### config.mk
export PLATFORM = sky130hd
export DESIGN_NAME = regfile_write_arbiter_flat
export DESIGN_NICKNAME = d
export VERILOG_FILES = /design/src/rtl/regfile_write_arbiter_if.sv /design/src/rtl/regfile_write_arbiter.sv /design/src/flat_wrapper.sv
export SDC_FILE = /design/constraint.sdc
export NUM_CORES = 1
export LEC_CHECK = 0
export CORE_MARGIN = 1
export CORE_UTILIZATION = 41
export CTS_BUF_LIST = sky130_fd_sc_hd__clkbuf_4 sky130_fd_sc_hd__clkbuf_8 sky130_fd_sc_hd__clkbuf_16
export CTS_CLUSTER_DIAMETER = 200
export DETAILED_ROUTE_END_ITERATION = 8
export PLACE_DENSITY_LB_ADDON = 0.25
export SKIP_LAST_GASP = 1
export SYNTH_ARGS = -nofsm -noshare
export SYNTH_HDL_FRONTEND = slang
export SYNTH_SLANG_ARGS = --single-unit
### constraint.sdc
create_clock -name i_clock -period 6.35 [get_ports i_clock]
set_input_delay 0.635 -clock i_clock [delete_from_list [all_inputs] [get_ports i_clock]]
set_output_delay 0.635 -clock i_clock [all_outputs]
set_load 0.005 [all_outputs]
### src/rtl/regfile_write_arbiter_if.sv
// Writeback request bundle and register-file write port shared by the arbiter and its requesters.
// slave = arbiter side, master = requester / register-file side.
interface regfile_write_arbiter_if #(
    parameter int NUM_REQ    = 3,
    parameter int DATA_WIDTH = 32,
    parameter int ADDR_WIDTH = 5
);
    logic [NUM_REQ-1:0]            req_valid;
    logic [NUM_REQ*ADDR_WIDTH-1:0] req_addr;
    logic [NUM_REQ*DATA_WIDTH-1:0] req_data;
    logic [NUM_REQ-1:0]            req_ready;
    logic                          stall;
    logic                          ctrl_writeEnable;
    logic [ADDR_WIDTH-1:0]         ctrl_writeReg;
    logic [DATA_WIDTH-1:0]         data_writeReg;
    logic [2:0]                    grant_id;
    logic                          conflict;

    modport slave (
        input  req_valid, req_addr, req_data, stall,
        output req_ready, ctrl_writeEnable, ctrl_writeReg, data_writeReg, grant_id, conflict
    );

    modport master (
        output req_valid, req_addr, req_data, stall,
        input  req_ready, ctrl_writeEnable, ctrl_writeReg, data_writeReg, grant_id, conflict
    );
endinterface

### src/rtl/regfile_write_arbiter.sv
// Round-robin arbiter sharing the register-file write port; 1-cycle latency from handshake to write.
// Backpressure: ready is a combinational one-hot grant, withheld entirely while stall or reset is active.
module regfile_write_arbiter #(
    parameter int NUM_REQ    = 3,
    parameter int DATA_WIDTH = 32,
    parameter int ADDR_WIDTH = 5
) (
    input  logic                   i_clock,
    input  logic                   i_clr,
    regfile_write_arbiter_if.slave bus
);
    localparam int PTR_W = (NUM_REQ > 1) ? $clog2(NUM_REQ) : 1;

    logic [PTR_W-1:0]      r_ptr;
    logic                  r_we;
    logic [ADDR_WIDTH-1:0] r_reg;
    logic [DATA_WIDTH-1:0] r_data;
    logic [2:0]            r_gid;
    logic                  r_conf;

    logic [PTR_W-1:0]      w_sel;
    logic [PTR_W-1:0]      w_ptr_nxt;
    logic                  w_grant;
    logic [NUM_REQ-1:0]    w_ready;
    logic [ADDR_WIDTH-1:0] w_addr;
    logic [DATA_WIDTH-1:0] w_data;
    logic                  w_conflict;

    // Scan from the farthest offset down so the requester closest to r_ptr wins.
    always_comb begin
        int               idx;
        logic [PTR_W-1:0] cand;
        idx     = 0;
        cand    = '0;
        w_sel   = '0;
        w_grant = 1'b0;
        for (int k = NUM_REQ - 1; k >= 0; k--) begin
            idx = int'(r_ptr) + k;
            if (idx >= NUM_REQ) begin
                idx = idx - NUM_REQ;
            end
            cand = idx[PTR_W-1:0];
            if (bus.req_valid[cand]) begin
                w_sel   = cand;
                w_grant = 1'b1;
            end
        end
        if (bus.stall || !i_clr) begin
            w_grant = 1'b0;
        end
    end

    always_comb begin
        w_ready = '0;
        if (w_grant) begin
            w_ready[w_sel] = 1'b1;
        end
    end

    assign w_ptr_nxt  = (w_sel == PTR_W'(NUM_REQ - 1)) ? '0 : w_sel + PTR_W'(1);
    assign w_addr     = bus.req_addr[w_sel*ADDR_WIDTH +: ADDR_WIDTH];
    assign w_data     = bus.req_data[w_sel*DATA_WIDTH +: DATA_WIDTH];
    assign w_conflict = ($countones(bus.req_valid) > 1);

    always_ff @(posedge i_clock or negedge i_clr) begin
        if (!i_clr) begin
            r_ptr  <= '0;
            r_we   <= 1'b0;
            r_reg  <= '0;
            r_data <= '0;
            r_gid  <= '0;
            r_conf <= 1'b0;
        end else if (w_grant) begin
            // Register 0 is accepted and consumes its turn but never reaches the write port.
            r_we   <= (w_addr != '0);
            r_reg  <= w_addr;
            r_data <= w_data;
            r_gid  <= 3'(w_sel);
            r_ptr  <= w_ptr_nxt;
            r_conf <= w_conflict;
        end else begin
            r_we   <= 1'b0;
            r_conf <= 1'b0;
        end
    end

    assign bus.req_ready        = w_ready;
    assign bus.ctrl_writeEnable = r_we;
    assign bus.ctrl_writeReg    = r_reg;
    assign bus.data_writeReg    = r_data;
    assign bus.grant_id         = r_gid;
    assign bus.conflict         = r_conf;
endmodule

### src/flat_wrapper.sv
// flat-port wrapper written by rule: the top's interface ports become plain ports
module regfile_write_arbiter_flat 
#(
    parameter int NUM_REQ    = 3,
    parameter int DATA_WIDTH = 32,
    parameter int ADDR_WIDTH = 5
)
  (i_clock, i_clr, bus_req_valid, bus_req_addr, bus_req_data, bus_stall, bus_req_ready, bus_ctrl_writeEnable, bus_ctrl_writeReg, bus_data_writeReg, bus_grant_id, bus_conflict);
  regfile_write_arbiter_if #(.NUM_REQ(NUM_REQ), .DATA_WIDTH(DATA_WIDTH), .ADDR_WIDTH(ADDR_WIDTH)) bus_i ();
  input  logic i_clock;
  input  logic i_clr;
  input wire logic [$bits(bus_i.req_valid)-1:0] bus_req_valid;
  input wire logic [$bits(bus_i.req_addr)-1:0] bus_req_addr;
  input wire logic [$bits(bus_i.req_data)-1:0] bus_req_data;
  input wire logic [$bits(bus_i.stall)-1:0] bus_stall;
  output wire logic [$bits(bus_i.req_ready)-1:0] bus_req_ready;
  output wire logic [$bits(bus_i.ctrl_writeEnable)-1:0] bus_ctrl_writeEnable;
  output wire logic [$bits(bus_i.ctrl_writeReg)-1:0] bus_ctrl_writeReg;
  output wire logic [$bits(bus_i.data_writeReg)-1:0] bus_data_writeReg;
  output wire logic [$bits(bus_i.grant_id)-1:0] bus_grant_id;
  output wire logic [$bits(bus_i.conflict)-1:0] bus_conflict;
  assign bus_i.req_valid = bus_req_valid;
  assign bus_i.req_addr = bus_req_addr;
  assign bus_i.req_data = bus_req_data;
  assign bus_i.stall = bus_stall;
  assign bus_req_ready = bus_i.req_ready;
  assign bus_ctrl_writeEnable = bus_i.ctrl_writeEnable;
  assign bus_ctrl_writeReg = bus_i.ctrl_writeReg;
  assign bus_data_writeReg = bus_i.data_writeReg;
  assign bus_grant_id = bus_i.grant_id;
  assign bus_conflict = bus_i.conflict;
  regfile_write_arbiter #(.NUM_REQ(NUM_REQ), .DATA_WIDTH(DATA_WIDTH), .ADDR_WIDTH(ADDR_WIDTH)) u_core (.i_clock(i_clock), .i_clr(i_clr), .bus(bus_i));
endmodule
==> results.json, run 1 <==
{
  "cts_resized": 0,
  "cts.reportedPaths.clkPinSlew_ns": 0.07,
  "async_flop_share_pct": 100,
  "crit_path_end_kind": "output port",
  "drt_iter0_drc": 69,
  "fin_cells": 495,
  "final-max-slew-violation-count": 0,
  "synth.most_common_cell": "dfrtp_1",
  "placement.io_buffers": 160,
  "startpoint": "bus_req_valid[2]",
  "yosys-top-cells-count": "43 x dfrtp_1, 41 x nor2_1, 39 x a21o_1, 38 x a211oi_1, 38 x mux2i_1",
  "antenna_found_initial": 0,
  "placedCellCount": 487,
  "crit_required_ns": 5.71,
  "grt_pass1_wl_um": 11400,
  "hold_path_end": "u_core.bus.data_writeReg[3]",
  "wl_um": 7570,
  "grt_util_all_layers_pct": 22.3,
  "yosysWarningCount": 0,
  "pwr_density_cell_mw_per_mm2": 400,
  "min_path_cells": 1,
  "cts_tree": "built",
  "synth_fp_nets": 396,
  "synth-edff-count": 0,
  "critPathArrivalTime_ns": 3.63,
  "place.gp.congestion": 0.819,
  "crit_type": "input pin to output port",
  "fin_crit_ns": 4.27,
  "die_y_um": 82.5,
  "final_antenna_net_count": 0,
  "startpoint_type": "input pin",
  "p_leak_nw": 2.00,
  "synthFlopType": "dfrtp_1",
  "pwr-share-clk_pct": 10.0,
  "hold_viol_final": 0,
  "finalCoreUtilization_pct": 71.2,
  "regToRegSetupSlack_ns": 2.50,
  "irDropWorstVdd_mv": 0.531,
  "period_share_pct": 67.2,
  "synth_cells": 275,
  "hold_start": "u_core.bus.data_writeReg[3]",
  "intPower_w": 0.00106,
  "r2r_cells": 9,
  "cts_setup_buffers": 0,
  "yosysSeqAreaShare_pct": 40.5,
  "combPwrFrac_pct": 62.5,
  "setup_violations": 0,
  "dp_hpwl_um": 5610,
  "swShare_pct": 38.8,
  "yosysUniqueCellTypes": 32,
  "synth_top_area_share_pct": 40.5,
  "min_path_type": "flop to flop",
  "pre_cts_ws_ns": 2.11,
  "status": "completed",
  "syn-mean-instance-area_um2": 9.65,
  "core_mm2": 0.00610,
  "rsz0062_at_grt": "no",
  "die_w_um": 82.5,
  "layout.nets": 540,
  "r2r-start": "u_core.r_ptr[1]",
  "fillers": 485,
  "wl_per_cell_um": 15.3,
  "ctsHoldBuffers": 0,
  "via_count": 2610,
  "finalSetupTns_ns": 0,
  "worstMarginPinSlew_ns": 0.995,
  "grt_max_degree": 78,
  "h-tree-depth": 2,
  "finalWorstSetupSlack_ns": 2.08,
  "grt_pass1_vias": 2409,
  "drive_gt1_share_pct": 3.81,
  "p_sw_w": 0.000674,
  "yosysTopAreaCell": "dfrtp_1",
  "synthTopCellsByArea": "dfrtp_1 41%, mux2i_1 14%, a21o_1 11%, a211oi_1 11%, nor2_1 5.8%",
  "path_max_fanout": 23,
  "fmax_ghz": 0.234,
  "grt.overflow.total": 0,
  "cts_root_buffer": "clkbuf_8",
  "cts_num_sinks": 43,
  "r2r_end": "u_core.bus.ctrl_writeEnable",
  "cts_buffers": 5,
  "skew_ns": 0.0104,
  "viasPerCell": 5.27,
  "syn2layout_area_growth_pct": 63.5,
  "n_antenna_cell": 0,
  "drc": 0,
  "die_area_mm2": 0.00680,
  "slew_headroom_pct": 33.7,
  "initial_core_util_pct": 43.5,
  "clk_path_buf_depth": 2,
  "io_pins": 162,
  "seqPwrFrac_pct": 27.5,
  "ys_seq_elements": 43,
  "dr.pass1.iters": 4,
  "insertion_delay_ns": 0.29,
  "cap_violations": 0,
  "synth_area_mm2": 0.00265,
  "rows": 28
}
routing by layer:
layer	global-route usage, %	wire length, µm	up-vias
li1	-	-	1281
met1	25.5	2940	1217
met2	39.1	3820	105
met3	8.24	740	7
met4	5.79	65	0
met5	0	0	-
per-stage QoR:
stage                     power [W]  hold slack, ns  area [µm²]
final                       0.00174           0.478        4340
after global routing        0.00187           0.490        4340
after CTS                   0.00176           0.483        4340
after detailed placement    0.00158           0.465        4250
after global placement      0.00155           0.458        4250
after floorplan             0.00113           0.339        2650
power groups by stage:
stage | sequential (W) | clock, W | combinational [W]
finish | 0.000477 | 0.000174 | 0.00108
global route | 0.000494 | 0.000193 | 0.00118
CTS | 0.000479 | 0.000182 | 0.00110
detailed placement | 0.000481 | 0 | 0.00109
global placement | 0.000476 | 0 | 0.00107
floorplan | 0.000486 | 0 | 0.000646
worst max path at each step:
stage / to / slack [ns] / cells past startpoint
floorplan: bus_req_ready[0] / 3.31 / 10
global placement: bus_req_ready[0] / 2.25 / 7
detailed placement: bus_req_ready[0] / 2.11 / 7
CTS: bus_req_ready[0] / 2.10 / 7
global route: bus_req_ready[2] / 1.93 / 7
finish: bus_req_ready[0] / 2.08 / 7
placed cells by master, fill, tap and decap left out, types with 2 or more instances in the layout:
cell type,Yosys,routed
ha_1,4,4
nand2b_1,2,2
mux2_1,2,2
o21ai_1,3,3
clkbuf_8,0,5
a211oi_1,38,38
nand2_1,8,8
clkdlybuf4s50_1,0,159
dfrtp_1,43,43
a21oi_1,4,4
buf_4,2,3
nor3_1,3,3
nor2_1,41,41
o21a_1,2,2
mux2i_1,38,38
a21o_1,39,38
inv_1,7,7
nor2b_1,2,2
flip-flops by register name, summed over array words and instances (netlist names):
| register | flops |
|---|---|
| u_core.bus.ctrl_writeReg | 5 |
| u_core.bus.data_writeReg | 32 |
| u_core.bus.conflict | 1 |
| u_core.r_ptr | 2 |
| u_core.bus.grant_id | 2 |
| u_core.bus.ctrl_writeEnable | 1 |
critical path, cell delays in order:
cell	delay [ns]
clkdlybuf4s50_1	0.53
mux2_1	0.35
a222oi_1	0.80
nand2_1	0.20
o21ai_4	0.51
nor3_1	0.13
clkdlybuf4s50_1	0.47
cell families after synthesis:
logic type | share of synthesized area [%]
DFF | 40.5
AOI/OAI and AO/OA | 26.7
buffers and inverters | 6.03
and+or+nand+nor | 9.52
other | 0.141
adders and majority gates | 1.89
muxes | 15.2
cell type report:
type / count / area [µm²] / area share (%)
tap: 75 / 93.8 / 2.16
multi-input combinational: 199 / 1430 / 33.1
sequential: 43 / 1080 / 24.8
clock buffer: 6 / 76.3 / 1.76
clock inverter: 2 / 12.5 / 0.288
timing repair buffer: 163 / 1620 / 37.3
inverter: 7 / 26.3 / 0.606
Note: power is estimated with default switching activity, not from simulation.
==> run 2, diff against run 1 <==
--- a/config.mk
+++ b/config.mk
@@ -6,7 +6,7 @@
 export NUM_CORES = 1
 export LEC_CHECK = 0
 export CORE_MARGIN = 1
-export CORE_UTILIZATION = 41
+export CORE_UTILIZATION = 34
 export CTS_BUF_LIST = sky130_fd_sc_hd__clkbuf_4 sky130_fd_sc_hd__clkbuf_8 sky130_fd_sc_hd__clkbuf_16
 export CTS_CLUSTER_DIAMETER = 200
 export DETAILED_ROUTE_END_ITERATION = 8
==> constraint.sdc (replaced) <==
create_clock -name i_clock -period 3.6 [get_ports i_clock]
set_input_delay 0.36 -clock i_clock [delete_from_list [all_inputs] [get_ports i_clock]]
set_output_delay 0.36 -clock i_clock [all_outputs]
set_load 0.005 [all_outputs]
==> run 2 against run 1 <==
Effect of this change:
- combinational power increased by 80%
- clock power grew 98%
- count of clock-buffer cells in the layout increased by 1
- flip-flop and latch count unchanged
- die area grew 20%
- critical endpoint unchanged
- largest cell class unchanged
==> results.json, run 2 (synthesis gave the netlist of run 1 again) <==
{
  "grt_util_all_layers_pct": 17.8,
  "dp_hpwl_um": 5420,
  "cts_tree": "built",
  "slew_headroom_pct": 62.1,
  "grt_max_degree": 67,
  "total_power_w": 0.00312,
  "path_max_fanout": 8,
  "syn2layout_area_growth_pct": 67.0,
  "core_mm2": 0.00741,
  "finalSetupTns_ns": 0,
  "crit_type": "flop to output port",
  "worstMarginPinSlew_ns": 0.568,
  "fin_crit_ns": 3.20,
  "final_cell_mix": "159 x clkdlybuf4s50_1, 43 x dfrtp_1, 41 x nor2_1",
  "drc": 0,
  "skew_ns": 0.0108,
  "grt.overflow.total": 0,
  "critPathArrivalTime_ns": 2.84,
  "p_leak_nw": 2.03,
  "final_antenna_net_count": 0,
  "fmax_ghz": 0.312,
  "dr.pass1.iters": 4,
  "largest_reg_flops": 32,
  "final-max-slew-violation-count": 0,
  "antenna_found_initial": 0,
  "die_w_um": 90.3,
  "n_antenna_cell": 0,
  "layout.nets": 545,
  "pwr_density_cell_mw_per_mm2": 703,
  "h-tree-depth": 2,
  "cts_buffers": 5,
  "whs_ns": 0.132,
  "cts_num_sinks": 43,
  "drt_iter0_drc": 82,
  "irDropWorstVdd_mv": 0.367,
  "mostFrequentLayoutCell": "clkdlybuf4s50_1",
  "insertion_delay_ns": 0.29,
  "viasPerCell": 4.89,
  "crit_path_end_kind": "output port",
  "grt_pass1_wl_um": 11900,
  "rows": 31,
  "clk_path_buf_depth": 2,
  "pre_cts_ws_ns": 0.641,
  "initial_core_util_pct": 35.8,
  "io_pins": 162,
  "placement.io_buffers": 160,
  "place.gp.congestion": 0.833,
  "crit_required_ns": 3.24,
  "setup_violations": 0,
  "grt_pass1_vias": 2495,
  "wl_um": 7280,
  "status": "completed",
  "hold_viol_final": 0,
  "die_area_mm2": 0.00816,
  "period_share_pct": 89.0,
  "ctsHoldBuffers": 0,
  "die_y_um": 90.3,
  "cts_resized": 0,
  "cap_violations": 0,
  "cts_setup_buffers": 0,
  "drive_gt1_share_pct": 4.94,
  "via_count": 2561,
  "cts_root_buffer": "clkbuf_8",
  "rsz0062_at_grt": "no",
  "startpoint_type": "flop",
  "cts.reportedPaths.clkPinSlew_ns": 0.09,
  "wl_per_cell_um": 13.9,
  "finalWorstSetupSlack_ns": 0.396,
  "min_path_type": "input pin to async pin"
}
-- run 2: changes by cell type in the layout (fill, tap and decap cells not counted) --
cell,delta
buf_12,+1
clkinv_2,-1
buf_4,+4
clkbuf_8,+2
clkbuf_4,-1
-- run 2: final cells by class --
| cell class | instances | area [µm²] |
|---|---|---|
| Multi-Input combinational cell | 199 | 1430 |
| Timing Repair Buffer | 168 | 1670 |
| Inverter | 7 | 26.3 |
| Clock inverter | 1 | 7.51 |
| Sequential cell | 43 | 1080 |
| Clock buffer | 7 | 96.3 |
| Tap cell | 99 | 124 |
| Fill cell | 634 | 2980 |
-- run 2: path summary, 6_finish.rpt --
kind                       slack [ns]                        start  cells past startpoint                      endpoint
hold / removal                   0.13                        i_clr                      2  u_core.bus.data_writeReg[21]
hold reg to reg                  0.48  u_core.bus.data_writeReg[6]                      1   u_core.bus.data_writeReg[6]
max in group asynchronous        3.05                        i_clr                      2  u_core.bus.data_writeReg[31]
setup reg to reg                 0.82              u_core.r_ptr[0]                      9   u_core.bus.ctrl_writeEnable
min in group i_clock             0.48  u_core.bus.data_writeReg[6]                      1   u_core.bus.data_writeReg[6]
setup / recovery                 0.40              u_core.r_ptr[1]                      8              bus_req_ready[0]
-- run 2: layer usage --
metal	track usage [%]	up-vias	part of all wire, %	wire length [µm]
li1	-	1290	-	-
met1	22.1	1176	43	3130
met2	31.6	91	50	3640
met3	4.71	4	6.6	478
met4	2.82	0	0.44	32
met5	0	-	0	0
-- run 2: metrics by stage --
| step | cell area [µm²] | util [%] | cells |
|---|---|---|---|
| global route | 4430 | 59.8 | 524 |
| detailed placement | 4330 | 58.4 | 516 |
| finish | 4430 | 59.8 | 524 |
| CTS | 4430 | 59.8 | 524 |
| floorplan | 2650 | - | 275 |
| global placement | 4330 | 58.4 | 516 |
-- run 2: critical path, stage by stage (launching register included) --
cell and delay, ns:
dfrtp_1 0.42, inv_1 0.07, ha_1 0.30, mux2_1 0.35, a222oi_1 0.33, buf_4 0.20, a21oi_1 0.11, nor3_1 0.23
clkdlybuf4s50_1 0.54
-- run 2: power breakdown --
part           internal, W  switching, W  total, W  leakage [nW]
clock network     0.000175      0.000169  0.000344        0.0505
logic              0.00105      0.000893   0.00194          1.45
registers         0.000713      0.000114  0.000827         0.531
total              0.00194       0.00118   0.00312          2.03
